<file path="src/rtl/serial_addsub16_pkg.sv">
// Shared types for serial_addsub16: FSM state encoding, op codes and the
// operand-B slice conditioning helper used by the nibble datapath.
package serial_addsub16_pkg;

  typedef enum logic [1:0] {
    IDLE = 2'd0,
    CALC = 2'd1,
    DONE = 2'd2
  } state_t;

  localparam logic OP_ADD = 1'b0;
  localparam logic OP_SUB = 1'b1;

  // Subtraction adds the one's complement of B; the +1 enters as the initial carry.
  function automatic logic [3:0] b_slice_eff(input logic op, input logic [3:0] b);
    return (op == OP_SUB) ? ~b : b;
  endfunction

endpackage

</file>
<file path="src/rtl/serial_addsub16_nibble_adder.sv">
// 4-bit slice adder, time-shared across all nibbles of serial_addsub16.
module nibble_adder (
  input  logic [3:0] i_a,
  input  logic [3:0] i_b,
  input  logic       i_cin,
  output logic [3:0] o_sum,
  output logic       o_cout
);

  assign {o_cout, o_sum} = {1'b0, i_a} + {1'b0, i_b} + {4'b0000, i_cin};

endmodule

</file>
<file path="src/rtl/serial_addsub16.sv">
// Nibble-serial add/subtract with valid/ready handshakes on both sides.
// Optional saturation of overflowed results: define SERIAL_ADDSUB_SAT_EN.
module serial_addsub16
  import serial_addsub16_pkg::*;
#(
  parameter int NIBBLES = 4
) (
  input  logic                 clk,
  input  logic                 rst_n,
  input  logic                 in_valid,
  output logic                 in_ready,
  input  logic                 op,
  input  logic [4*NIBBLES-1:0] a,
  input  logic [4*NIBBLES-1:0] b,
  output logic                 out_valid,
  input  logic                 out_ready,
  output logic [4*NIBBLES-1:0] result,
  output logic                 c_out,
  output logic                 ovf,
  output logic                 zero
);

  localparam int W  = 4 * NIBBLES;
  localparam int CW = (NIBBLES > 1) ? $clog2(NIBBLES) : 1;
  localparam logic [CW-1:0] LAST_NIB = CW'(NIBBLES - 1);
`ifdef SERIAL_ADDSUB_SAT_EN
  localparam logic [W-1:0] SAT_POS = {1'b0, {(W-1){1'b1}}};
  localparam logic [W-1:0] SAT_NEG = {1'b1, {(W-1){1'b0}}};
`endif

  state_t          r_state;
  logic [CW-1:0]   r_cnt;
  logic            r_carry;
  logic            r_op;
  logic [W-1:0]    r_a;
  logic [W-1:0]    r_b;
  logic [W-1:0]    r_result;
  logic            r_c_out;
  logic            r_ovf;
  logic            r_zero;

  logic [3:0]      w_a_nib;
  logic [3:0]      w_b_nib;
  logic [3:0]      w_sum;
  logic            w_cout;
  logic [W-1:0]    w_res_raw;
  logic [W-1:0]    w_res_fin;
  logic            w_ovf;
  logic            w_zero;

  // Select the current nibble of each latched operand.
  always_comb begin
    w_a_nib = r_a[{r_cnt, 2'b00} +: 4];
    w_b_nib = b_slice_eff(r_op, r_b[{r_cnt, 2'b00} +: 4]);
  end

  nibble_adder u_nibble_adder (
    .i_a    (w_a_nib),
    .i_b    (w_b_nib),
    .i_cin  (r_carry),
    .o_sum  (w_sum),
    .o_cout (w_cout)
  );

  // Merge the new slice and derive flags; only meaningful on the last nibble.
  always_comb begin
    w_res_raw = r_result;
    w_res_raw[{r_cnt, 2'b00} +: 4] = w_sum;
    w_ovf = (w_a_nib[3] == w_b_nib[3]) && (w_sum[3] != w_a_nib[3]);
`ifdef SERIAL_ADDSUB_SAT_EN
    if (w_ovf) begin
      w_res_fin = w_a_nib[3] ? SAT_NEG : SAT_POS;
    end else begin
      w_res_fin = w_res_raw;
    end
`else
    w_res_fin = w_res_raw;
`endif
    w_zero = (w_res_fin == {W{1'b0}});
  end

  // Control FSM and datapath registers.
  always_ff @(posedge clk or negedge rst_n) begin
    if (!rst_n) begin
      r_state  <= IDLE;
      r_cnt    <= {CW{1'b0}};
      r_carry  <= 1'b0;
      r_op     <= OP_ADD;
      r_a      <= {W{1'b0}};
      r_b      <= {W{1'b0}};
      r_result <= {W{1'b0}};
      r_c_out  <= 1'b0;
      r_ovf    <= 1'b0;
      r_zero   <= 1'b0;
    end else begin
      case (r_state)
        IDLE: begin
          if (in_valid) begin
            r_a     <= a;
            r_b     <= b;
            r_op    <= op;
            r_cnt   <= {CW{1'b0}};
            r_carry <= op;
            r_state <= CALC;
          end
        end
        CALC: begin
          r_carry <= w_cout;
          if (r_cnt == LAST_NIB) begin
            r_result <= w_res_fin;
            r_c_out  <= w_cout;
            r_ovf    <= w_ovf;
            r_zero   <= w_zero;
            r_cnt    <= {CW{1'b0}};
            r_state  <= DONE;
          end else begin
            r_result <= w_res_raw;
            r_cnt    <= r_cnt + CW'(1);
          end
        end
        DONE: begin
          if (out_ready) begin
            r_state <= IDLE;
          end
        end
        default: r_state <= IDLE;
      endcase
    end
  end

  // in_ready is masked by rst_n so it reads 0 for the whole reset pulse.
  assign in_ready  = rst_n & (r_state == IDLE);
  assign out_valid = (r_state == DONE);
  assign result    = r_result;
  assign c_out     = r_c_out;
  assign ovf       = r_ovf;
  assign zero      = r_zero;

endmodule
</file>
<file path="config.mk">
export PLATFORM = sky130hd
export DESIGN_NAME = serial_addsub16
export DESIGN_NICKNAME = d
export VERILOG_FILES = /design/src/rtl/serial_addsub16_pkg.sv /design/src/rtl/serial_addsub16_nibble_adder.sv /design/src/rtl/serial_addsub16.sv
export SDC_FILE = /design/constraint.sdc
export NUM_CORES = 1
export LEC_CHECK = 0
export BUFFER_PORTS_ARGS = -buffer_cell sky130_fd_sc_hd__buf_4
export CAP_MARGIN = 20
export CORE_UTILIZATION = 45
export CTS_CLUSTER_DIAMETER = 80
export DETAILED_ROUTE_END_ITERATION = 8
export PLACE_DENSITY = 0.67
export SYNTH_ARGS = -nofsm -noshare
export SYNTH_HDL_FRONTEND = slang
export SYNTH_SLANG_ARGS = --single-unit
</file>
<file path="constraint.sdc">
create_clock -name clk -period 5.7 [get_ports clk]
set_input_delay 0.285 -clock clk [delete_from_list [all_inputs] [get_ports clk]]
set_output_delay 0.285 -clock clk [all_outputs]
set_load 0.02 [all_outputs]
</file>
* Yosys cells after proc, flatten, opt, wreduce, memory -nomap -nowiden *
Cells that the tools add are included.

word-level totals
  register bits after elaboration = 57
  bits in latches = 0
  RAM bits = 0
  memory bits (read-only) = 0
  input bits = 37
  output and inout port bits = 21
  logic and storage cells = 47
  memories = 0

cells by class
  add/sub/neg operators = 4
  multiply operators = 0
  divide/modulo/power cells = 0
  order comparisons = 0
  equal/unequal tests = 8
  shift-type cells = 4
  mux-type cells = 11
  bitwise logic cells = 2
  reduce and logical (&&, ||, !) cells = 8

operator list
  kind                    count
  $shiftx 16x5->4         2
  $bwmux 16               1
  $logic_not 16->1        1
  $shift 4x6->16 const A  1
  $shiftx 4x6->16         1
  $mux 2                  5
  $neg 4->6               1
  $pmux 2 s3              1
  $reduce_and 2->1        3
  $add 4x4->5             1
  $add 5x1->5             1
  $eq 2x2->1 const B      2
  $mux 4                  1
  $ne 2x2->1 const B      2
  $not 4->4               1
  $pmux 2 s2              1
  $reduce_and 3->1        1
  $add 2x1->2 const B     1
  $eq 2x1->1 const B      1
  $logic_not 2->1         1
  $ne 2x1->1 const B      1
  $pmux 1 s2              1
  $reduce_bool 2->1       1
  $and 1x1->1             1
  other kinds (4)         4

* Logic depth before layout (Yosys ltp) *
Gate-level depths: netlist of the first run.

  depth in word-level cells = 8
  mapped depth = 11
  depth with buffers taken out = 9

* Cells and area by module *
A second synthesis of the first run with hierarchy kept.

unflattened totals
  cells, all modules = 210
  area total of the unflattened synthesis = 2,801.4 sq um

modules (own cells, without submodules)
  module           instances  cells each  area an instance (sq um)  seq. area each (sq um)
  serial_addsub16  1          194         2,657.5                   1,426.4
  nibble_adder     1          16          143.9                     0.0

* Least setup slack after synthesis of the first run *
OpenSTA, ideal clock, no wires.

  path kind = register -> register
  start = reg r_cnt[0]
  end = reg r_zero (netlist: zero)
  library setup time = 0.066 ns
  data arrival time = 3.399 ns
  required time = 5.634 ns
  setup slack = 2.235 ns
  cell stages (with the launch flop) = 12
  buffers on the path = 2
  period minus slack after synthesis = 3.465 ns
  cell sequence = dfrtp_1 -> buf_2 -> buf_2 -> mux4_2 -> xnor2_1 -> fa_1 -> fa_1 -> xor2_2 -> inv_2 -> a2111o_1 -> nor4_1 -> a32o_2

on the way
  cells in the longest elaborated chain, start to end = 8
  elaborated cells on any way between the ends = 13
  classes of those cells = add/sub: 3; eq/ne: 1; shift: 4; mux: 2; bitwise: 1; reduce/logical: 2

RTL lines
  element                 RTL line                            text
  from (decl)             serial_addsub16.sv:32               logic [CW-1:0] r_cnt;
  from (signal assigned)  serial_addsub16.sv:86               r_cnt <= {CW{1'b0}};
  from (signal assigned)  serial_addsub16.sv:102              r_cnt <= {CW{1'b0}};
  from (signal assigned)  serial_addsub16.sv:114              r_cnt <= {CW{1'b0}};
  $shiftx 16x5->4         serial_addsub16.sv:54               w_b_nib = b_slice_eff(r_op, r_b[{r_cnt, 2'b00} +: 4]);
  $not 4->4               serial_addsub16_pkg.sv:16           return (op == OP_SUB) ? ~b : b;
  $mux 4                  serial_addsub16_pkg.sv:16
  $add 4x4->5             serial_addsub16_nibble_adder.sv:10  assign {o_cout, o_sum} = {1'b0, i_a} + {1'b0, i_b} + {4'b0000, i_cin};
  $add 5x1->5             serial_addsub16_nibble_adder.sv:10
  $shiftx 4x6->16         serial_addsub16.sv:68               w_res_raw[{r_cnt, 2'b00} +: 4] = w_sum;
  $bwmux 16               serial_addsub16.sv:68
  $logic_not 16->1        serial_addsub16.sv:79               w_zero = (w_res_fin == {W{1'b0}});
  to (signal assigned)    serial_addsub16.sv:113              r_zero <= w_zero;
  to (decl)               serial_addsub16.sv:40               logic r_zero;

Several ways; a longest one is shown, not always the timed one.
A chain may end at the register's enable or synchronous reset.

* Worst setup path after layout of the first run *
Same ends and word-level chain as after synthesis.

==> impl_metrics.yaml, run 1 <==
outcome:
  outcome: "finished, violations left"
  violations: "negative hold slack"
global_route:
  grt_overflow: 0
  antenna_found_initial: 0
  grt_pass1_wl_mm: 9.473
  grt_max_degree: 59
  grtUsageTotal_pct: 19.76
  grt_pass1_vias: 1996
timing:
  max_freq_ghz: 0.2682
  rsz0062_at_grt: "no"
  final.min_clock_period_ps: 3728
  hold_viol: 9
  tightest_slew_ps: 826.3
  slew_headroom_pct: 44.92
  period_share_pct: 65.41
  clock_skew_ps: 9.061
  finalSetupTns_ps: 0
  setup_violations: 0
  slew_violations: 0
  holdWs_ps: -2.642
cells_and_area:
  final_common_cell: "buf_4"
  finalNetCount: 335
  drive_gt1_share_pct: 41.78
  final_util_pct: 58.58
  layout_common_cells: "buf_4 (58), dfrtp_1 (57), mux2_2 (33)"
  finalNonFillerCells: 367
  area_delta_synth_final_pct: 24.56
  antenna_cells: 0
power_and_ir_drop:
  leakagePower_uw: 0.001608
  ir_worst_vdd_mv: 0.3790
  powerDensity_mw_per_mm2: 692.0
die:
  core_area_mm2: 0.005991
  start_util_pct: 47.03
  dieArea_mm2: 0.006582
  die_x_um: 81.13
  io_pins: 58
  placementRows: 28
  dieHeight_um: 81.13
detailed_routing:
  drt_iter0_markers: 125
  avgViaCountPerCell: 5.499
  vias: 2018
  dr.pass1.iters: 4
  ant_nets: 0
  wl_mm: 5.666
  wl_per_cell_um: 15.44
  route.detailed.drc: 0
clock_network:
  cts_setup_buffers: 0
  cts.sinks: 57
  post_cts_resized: 0
  cts_buffer_depth: 2
  cts_tree: "done"
  path_clk_slew_ps: 70
  cts_root_buf: "clkbuf_8"
  insertion_delay_ps: 350
  cts_made_buffers: 9
  cts_hold_buffers: 0
  h-tree-depth: 3
critical_path:
  worst-setup-path-type: "flip-flop to flip-flop"
  cp-end-kind: "flip-flop"
  cp.arrival_ps: 4020
  start_kind: "flip-flop"
  r2r_start: "r_cnt[0]"
  r2r-end: "zero"
  crit_fanout: 19
  reg2reg_depth: 9
  r2r_slack_ps: 1970
  cp.required_ps: 5990
logic_synthesis:
  synth_edf_count: 0
  synth_top_family_by_area: "multiplexers"
  synthXorXnorAreaFrac_pct: 2.442
  ys_types: 39
  synth-compound-area-share_pct: 9.236
  synth_flop_cell: "dfrtp_1"
  synth-seq-area-share_pct: 50.62
  synth_seq_cells: 57
  synth_area_mm2: 0.002818
  synthMuxAreaShare_pct: 19.94
  yosysWarnings: 0
  synth_fp_nets: 276
  synthSimpleGateAreaFrac_pct: 9.103
  synthAdderAreaFrac_pct: 5.417
  syn_inst: 228
  async_flop_share_pct: 100.0
  avgSynthCellArea_um2: 12.36
place:
  hpwl_mm: 4.042
  io_buffers: 57
  gp_congestion: 0.9214
  dp.cells: 351
run:
  drv_cap: 0
hold_path:
  hold_path.class: "input port to async pin"
## registers in the layout (all words and copies together) (netlist names)
signal and cells:
r_a 16, result 16, ovf 1, c_out 1
r_b 16, r_cnt 2, r_carry 1, r_op 1
zero 1, r_state 2
## area by class of cell
class / instances / area [um^2]
fill: 501 / 2481
tap: 75 / 93.84
sequential: 57 / 1426
clock inverter: 2 / 35.03
clock buffer: 14 / 172.7
timing repair buffer: 58 / 435.4
multi-input combinational: 150 / 1305
inverter: 11 / 41.29
## worst max path at each step
stage	from	endpoint	cells past startpoint
6_report	r_cnt[0]	zero	9
5_1_grt	r_cnt[0]	zero	9
4_1_cts	r_cnt[0]	zero	9
3_5_place_dp	r_cnt[0]	zero	9
3_3_place_gp	r_cnt[0]	zero	9
2_1_floorplan	r_cnt[0]	zero	11
## power breakdown
part	internal, uW	switching (uW)
combinational	606	712
sequential	577	140
clock	237	157
## through the flow
stage | setup WS (ps) | power, uW | cell area, um^2
2_1_floorplan | 2235 | 1710 | 2818
3_3_place_gp | 2005 | 2019 | 3302
3_5_place_dp | 1931 | 2044 | 3302
4_1_cts | 1920 | 2446 | 3510
5_1_grt | 1709 | 2604 | 3510
6_report | 1972 | 2429 | 3510
## metal layers
| layer | share of wire, % | track usage [%] |
|---|---|---|
| met5 | 0 | 0 |
| met4 | 1.5 | 9.643 |
| met3 | 6.4 | 7.753 |
| met2 | 47 | 30.34 |
| met1 | 45 | 24.24 |
## synth_stat cells (2+ instances only)
cell type,number,area [um^2]
nor3b_1,2,15.01
xor2_1,4,35.03
nor4_1,2,12.51
dfrtp_1,57,1426
o21ai_0,11,55.05
ha_1,9,112.6
a21oi_1,7,35.03
nor4b_1,2,17.52
nand2b_1,3,18.77
or2_2,2,12.51
clkbuf_1,2,7.510
mux4_2,8,180.2
fa_1,2,40.04
nand2_1,23,86.33
o31ai_1,6,45.04
o22ai_1,3,18.77
a22o_1,6,52.55
inv_1,10,37.54
nor2_1,7,26.28
mux2_2,33,371.6
xnor2_1,2,17.52
buf_2,7,35.03
nor3_1,4,20.02
## critical path, cell delays in order (launching register included)
cell and delay [ps]:
dfrtp_1 880, mux4_2 600, xnor2_1 150, fa_1 430, fa_1 440, xor2_2 250
inv_2 40, a2111o_1 400, nor4_1 280, a32o_2 200
## cell families (layout without fill, tap and decap cells)
kind of cell | Yosys count | after routing
and+or+nand+nor | 51 | 51
DFF | 57 | 57
adders and majority gates | 11 | 11
muxes | 42 | 42
xor gates and xnor gates | 7 | 7
buffers and inverters | 21 | 85
AOI/OAI and AO/OA | 39 | 39
Note: power is estimated with default switching activity, not from simulation.
==> run 2, diff against run 1 <==
ABC_AREA = 1   (was unset)
PLACE_DENSITY = 0.69   (was 0.67)
clock period = 3.35 ns   (was 5.7 ns; I/O delays follow)
==> run 2 against run 1 <==
Against the previous run: the flow finishes with violations (design-rule violations); clock power is 44% higher; synthesized cell count is 77% higher; die area is 7.6% higher; core utilization is 0.80 points lower; fmax is 22% higher; critical path type unchanged; largest cell class unchanged.
==> impl_metrics.yaml, run 2 <==
outcome:
  outcome: "finished, violations left"
  violations: "design-rule violations"
logic_synthesis:
  avgSynthCellArea_um2: 7.535
  synth_top_family_by_area: "simple AND/OR/NAND/NOR gates"
  synth_seq_cells: 57
  yosysWarnings: 0
  synth_flop_cell: "dfrtp_1"
  netlist.top_cell.by_area: "dfrtp_1"
  synthAdderAreaFrac_pct: 5.027
  synthMuxAreaShare_pct: 0
  synth_top_area_share_pct: 46.97
  async_flop_share_pct: 100.0
  synth_fp_nets: 451
  synth_area_mm2: 0.003037
  yosysMostFrequentCell: "nand2_1"
  ys_top_cells_by_area: "dfrtp_1 (47%), nand2_1 (20%), nor2_1 (5.4%), inv_1 (3.8%), ha_1 (3.7%)"
  synth_edf_count: 0
  synthXorXnorAreaFrac_pct: 1.154
  synth-seq-area-share_pct: 46.97
  ys_types: 34
  synthSimpleGateAreaFrac_pct: 30.70
  synth-compound-area-share_pct: 9.394
  synth.cells.most_frequent: "nand2_1 (165), dfrtp_1 (57), nor2_1 (44)"
  syn_inst: 403
timing:
  hold_viol: 0
  fin_ws_ps: 290.8
  holdWs_ps: 24.22
  slew_violations: 0
  clock_skew_ps: 9.950
  tightest_slew_ps: 707.7
  rsz0062_at_grt: "no"
  period_share_pct: 91.32
  finalSetupTns_ps: 0
  slew_headroom_pct: 52.82
  setup_violations: 0
  final.min_clock_period_ps: 3059
  max_freq_ghz: 0.3269
detailed_routing:
  wl_per_cell_um: 12.47
  met1_length_mm: 3.252
  drt_iter0_markers: 142
  dr.pass1.iters: 6
  top_layer: "met4"
  route.detailed.drc: 4
  route.met2.wl_mm: 3.087
  wl_mm: 6.797
  avgViaCountPerCell: 5.042
  routed-wl-met3_um: 339
  ant_nets: 0
  vias: 2748
critical_path:
  r2r_start: "r_cnt[0]"
  cp.required_ps: 3620
  start_kind: "flip-flop"
  crit_fanout: 16
  cp.arrival_ps: 3320
  cp-end-kind: "flip-flop"
  worst-setup-path-type: "flip-flop to flip-flop"
  r2r-end: "zero"
  reg2reg_depth: 16
  crit_start: "r_cnt[0]"
  r2r_slack_ps: 290
power_and_ir_drop:
  ir_worst_vdd_mv: 0.4887
  leakagePower_uw: 0.001986
  powerDensity_mw_per_mm2: 1146
cells_and_area:
  layout_common_cells: "nand2_1 (165), buf_4 (61), dfrtp_1 (57)"
  finalNonFillerCells: 545
  antenna_cells: 0
  drive_gt1_share_pct: 17.95
  final_common_cell: "nand2_1"
  final_util_pct: 57.78
  finalNetCount: 511
  area_delta_synth_final_pct: 22.21
die:
  dieArea_mm2: 0.007080
  io_pins: 58
  core_area_mm2: 0.006422
  placementRows: 29
  start_util_pct: 47.28
  dieHeight_um: 84.15
  die_x_um: 84.15
global_route:
  grt_overflow: 0
  grtUsageTotal_pct: 20.96
  grt_pass1_vias: 2558
  grt_max_degree: 59
  grt_pass1_wl_mm: 11.73
  antenna_found_initial: 0
clock_network:
  cts_hold_buffers: 2
  cts_root_buf: "clkbuf_8"
  cts.sinks: 57
  insertion_delay_ps: 330
  cts_made_buffers: 9
  cts_setup_buffers: 0
  cts_tree: "done"
  path_clk_slew_ps: 70
  cts_buffer_depth: 2
  h-tree-depth: 3
  post_cts_resized: 0
place:
  dp.cells: 527
  io_buffers: 57
  hpwl_mm: 4.956
  gp_congestion: 0.8384
  dp_slack_ps: 344.3
hold_path:
  min_to: "r_a[10]"
  hp-start: "a[10]"
  whs_path_depth: 3
  hold_path.class: "input port to flip-flop"
run:
  drv_cap: 0
-- run 2: metal layers --
layer	vias up	GRT usage, %
met5	-	0
li1	1387	-
met4	0	9.248
met2	82	32.12
met1	1267	28.96
met3	12	4.228
-- run 2: kinds of logic after synthesis --
| kind of cell | count (synthesis) |
|---|---|
| buf+inv | 48 |
| simple gates | 235 |
| flops | 57 |
| fa+ha+maj | 11 |
| compound gates | 48 |
| xor+xnor | 4 |
-- run 2: power breakdown --
group	internal, uW	total, uW	switching, uW
combinational	900	2460	1560
sequential	1000	1230	226
clock	308	568	259
-- run 2: worst max path at each step --
stage	cells past startpoint	slack (ps)	end
floorplan	18	530	zero
global placement	16	460	zero
detailed placement	16	340	zero
CTS	16	310	zero
global route	16	50	zero
finish	16	290	zero
-- run 2: cell type report --
cell class                 instances  area, um^2
timing repair buffer              63       478.0
sequential                        57        1426
clock inverter                     2       12.51
fill                             622        2711
tap                               77       96.34
inverter                          34       130.1
multi-input combinational        298        1405
clock buffer                      14       162.7
-- run 2: worst max-delay path, cell delays in order, from the launching register on --
cell,delay (ps)
dfrtp_1,640
inv_4,120
o21ai_0,180
o22ai_1,100
xor2_1,170
fa_1,440
fa_1,530
nor2_1,80
nand2_1,70
nor2_1,40
nor2_1,130
nand3_1,110
nor2_1,100
nand2_1,60
nor2_1,80
nand3_1,70
nand2_1,60
-- run 2: stage by stage --
stage,instance area [um^2],total power (uW)
finish,3711,4253
global placement,3516,3607
floorplan,3037,3007
CTS,3711,4261
detailed placement,3516,3676
global route,3711,4670
==> run 3, diff against run 2 <==
CORE_UTILIZATION = 35   (was 45)
PLACE_DENSITY = 0.56   (was 0.69)
==> run 3 against run 2 <==
Against the previous run: the flow finishes with violations (negative hold slack); flip-flop and latch count unchanged; register-to-register slack improved by 90 ps; die area is 28% higher; critical path type unchanged; clock-buffer cell count is 1 lower.
==> impl_metrics.yaml, run 3 (synthesis results as in run 2) <==
critical_path:
  cp.arrival_ps: 3250
  path_cells: "inv_4 > o21ai_0 > o22ai_1 > xor2_1 > fa_1 > fa_1 > nor2_1 > nand3_1 > nand2_1 > nor2_1 > nand2_1 > nor2_1 > nand2_1 > nor2_1 > nand3_1 > nand2_1"
  r2r-end: "zero"
  max_stage_delay_ps: 600
  worst-setup-path-type: "flip-flop to flip-flop"
  cp.required_ps: 3630
  critical_path.slowest_cell: "dfrtp_1"
  start_kind: "flip-flop"
  reg2reg_depth: 16
  r2r_start: "r_cnt[0]"
  cp-end-kind: "flip-flop"
  r2r_slack_ps: 390
  crit_fanout: 14
hold_path:
  hold_path.class: "input port to async pin"
die:
  die_x_um: 95.15
  start_util_pct: 36.59
  io_pins: 58
  dieHeight_um: 95.15
  dieArea_mm2: 0.009053
  core_area_mm2: 0.008299
  placementRows: 33
power_and_ir_drop:
  leakagePower_uw: 0.001998
  ir_worst_vdd_mv: 0.3657
  internal_power_uw: 2207
  powerDensity_mw_per_mm2: 1138
  seq_power_share_pct: 28.9
  clock_power_share_pct: 13.4
  power.switching_uw: 2060
  switching_share_pct: 48.28
  report.power.total_uw: 4267
  combPwrFrac_pct: 57.6
global_route:
  grt_max_degree: 58
  grt_pass1_vias: 2596
  antenna_found_initial: 0
  grt_overflow: 0
  grtUsageTotal_pct: 18.34
  grt_pass1_wl_mm: 12.47
detailed_routing:
  ant_nets: 0
  wl_mm: 7.437
  drt_iter0_markers: 106
  wl_per_cell_um: 12.96
  route.detailed.drc: 0
  vias: 2669
  avgViaCountPerCell: 4.650
  dr.pass1.iters: 4
place:
  hpwl_mm: 5.350
  gp_congestion: 0.8357
  dp_slack_ps: 401.8
  dp.cells: 557
  io_buffers: 57
cells_and_area:
  n_fill_cell: 862
  area_delta_synth_final_pct: 23.49
  multi_input_area_mm2: 0.001405
  finalNonFillerCells: 574
  antenna_cells: 0
  final_common_cell: "nand2_1"
  drive_gt1_share_pct: 18.55
  seqCellArea_mm2: 0.001426
  finalNetCount: 512
  layout_common_cells: "nand2_1 (165), buf_4 (63), dfrtp_1 (57)"
run:
  drv_cap: 0
clock_network:
  insertion_delay_ps: 340
  h-tree-depth: 3
  path_clk_slew_ps: 60
  cts_tree: "done"
  cts_setup_buffers: 0
  cts.sinks: 57
  cts_root_buf: "clkbuf_8"
  cts_made_buffers: 9
  cts_buffer_depth: 2
timing:
  finalSetupTns_ps: 0
  slew_headroom_pct: 51.68
  hold_viol: 12
  slew_violations: 0
  setup_violations: 0
  period_share_pct: 88.50
  rsz0062_at_grt: "no"
  tightest_slew_ps: 724.8
  holdWs_ps: -16.58
  clock_skew_ps: 6.234
  max_freq_ghz: 0.3373
  final.min_clock_period_ps: 2965
  fin_ws_ps: 385.3
outcome:
  violations: "negative hold slack"
  outcome: "finished, violations left"
## run 3: timing repair
item | 4_1_cts | 5_1_grt
hold buffers | 1 | 0
resized for setup | 0 | 0
hold endpoints to repair | 1 | 0
endpoints found under the setup margin | 0 | 0
## run 3: worst max path at each step
stage                  start  endpoint  slack [ps]  depth (start not counted)
floorplan           r_cnt[0]      zero         530                         18
global placement    r_cnt[0]      zero         500                         16
detailed placement  r_cnt[0]      zero         400                         16
CTS                 r_cnt[0]      zero         380                         16
global route        r_cnt[0]      zero          90                         16
finish              r_cnt[0]      zero         390                         16
## run 3: per-stage QoR
stage / utilization, % / hold WS, ps / area, um^2
floorplan: - / -128.1 / 3037
global placement: 42.97 / 350.0 / 3566
detailed placement: 42.97 / 356.9 / 3566
CTS: 45.18 / 4.021 / 3750
global route: 45.18 / 3.704 / 3750
finish: 45.18 / -16.58 / 3750
## run 3: final cells by class
class | count | share of cell area (%)
tap | 105 | 3.504
clock buffer | 13 | 4.238
inverter | 34 | 3.470
clock inverter | 3 | 0.4004
multi-input combinational | 298 | 37.47
sequential | 57 | 38.04
timing repair buffer | 64 | 12.88
## run 3: routing by layer
layer  vias up  part of all wire [%]  GRT usage, %
li1       1390                     -             -
met4         0                   1.3         5.808
met5         -                     0             0
met1      1209                    48         23.92
met3         9                   5.0         5.423
met2        61                    46         29.11
## run 3: worst max-delay path: cells and delay by family (launching register included)
kind | cells | cell delay [ps]
fa+ha+maj | 2 | 990
simple gates | 10 | 750
flops | 1 | 600
compound gates | 2 | 270
xor+xnor | 1 | 170
buf+inv | 1 | 120
## run 3: power by group through the flow
stage	Clock, uW	Combinational, uW	Sequential, uW
finish	574	2460	1230
global route	622	2860	1270
CTS	595	2500	1230
detailed placement	0	2490	1240
global placement	0	2450	1240
floorplan	0	1740	1270
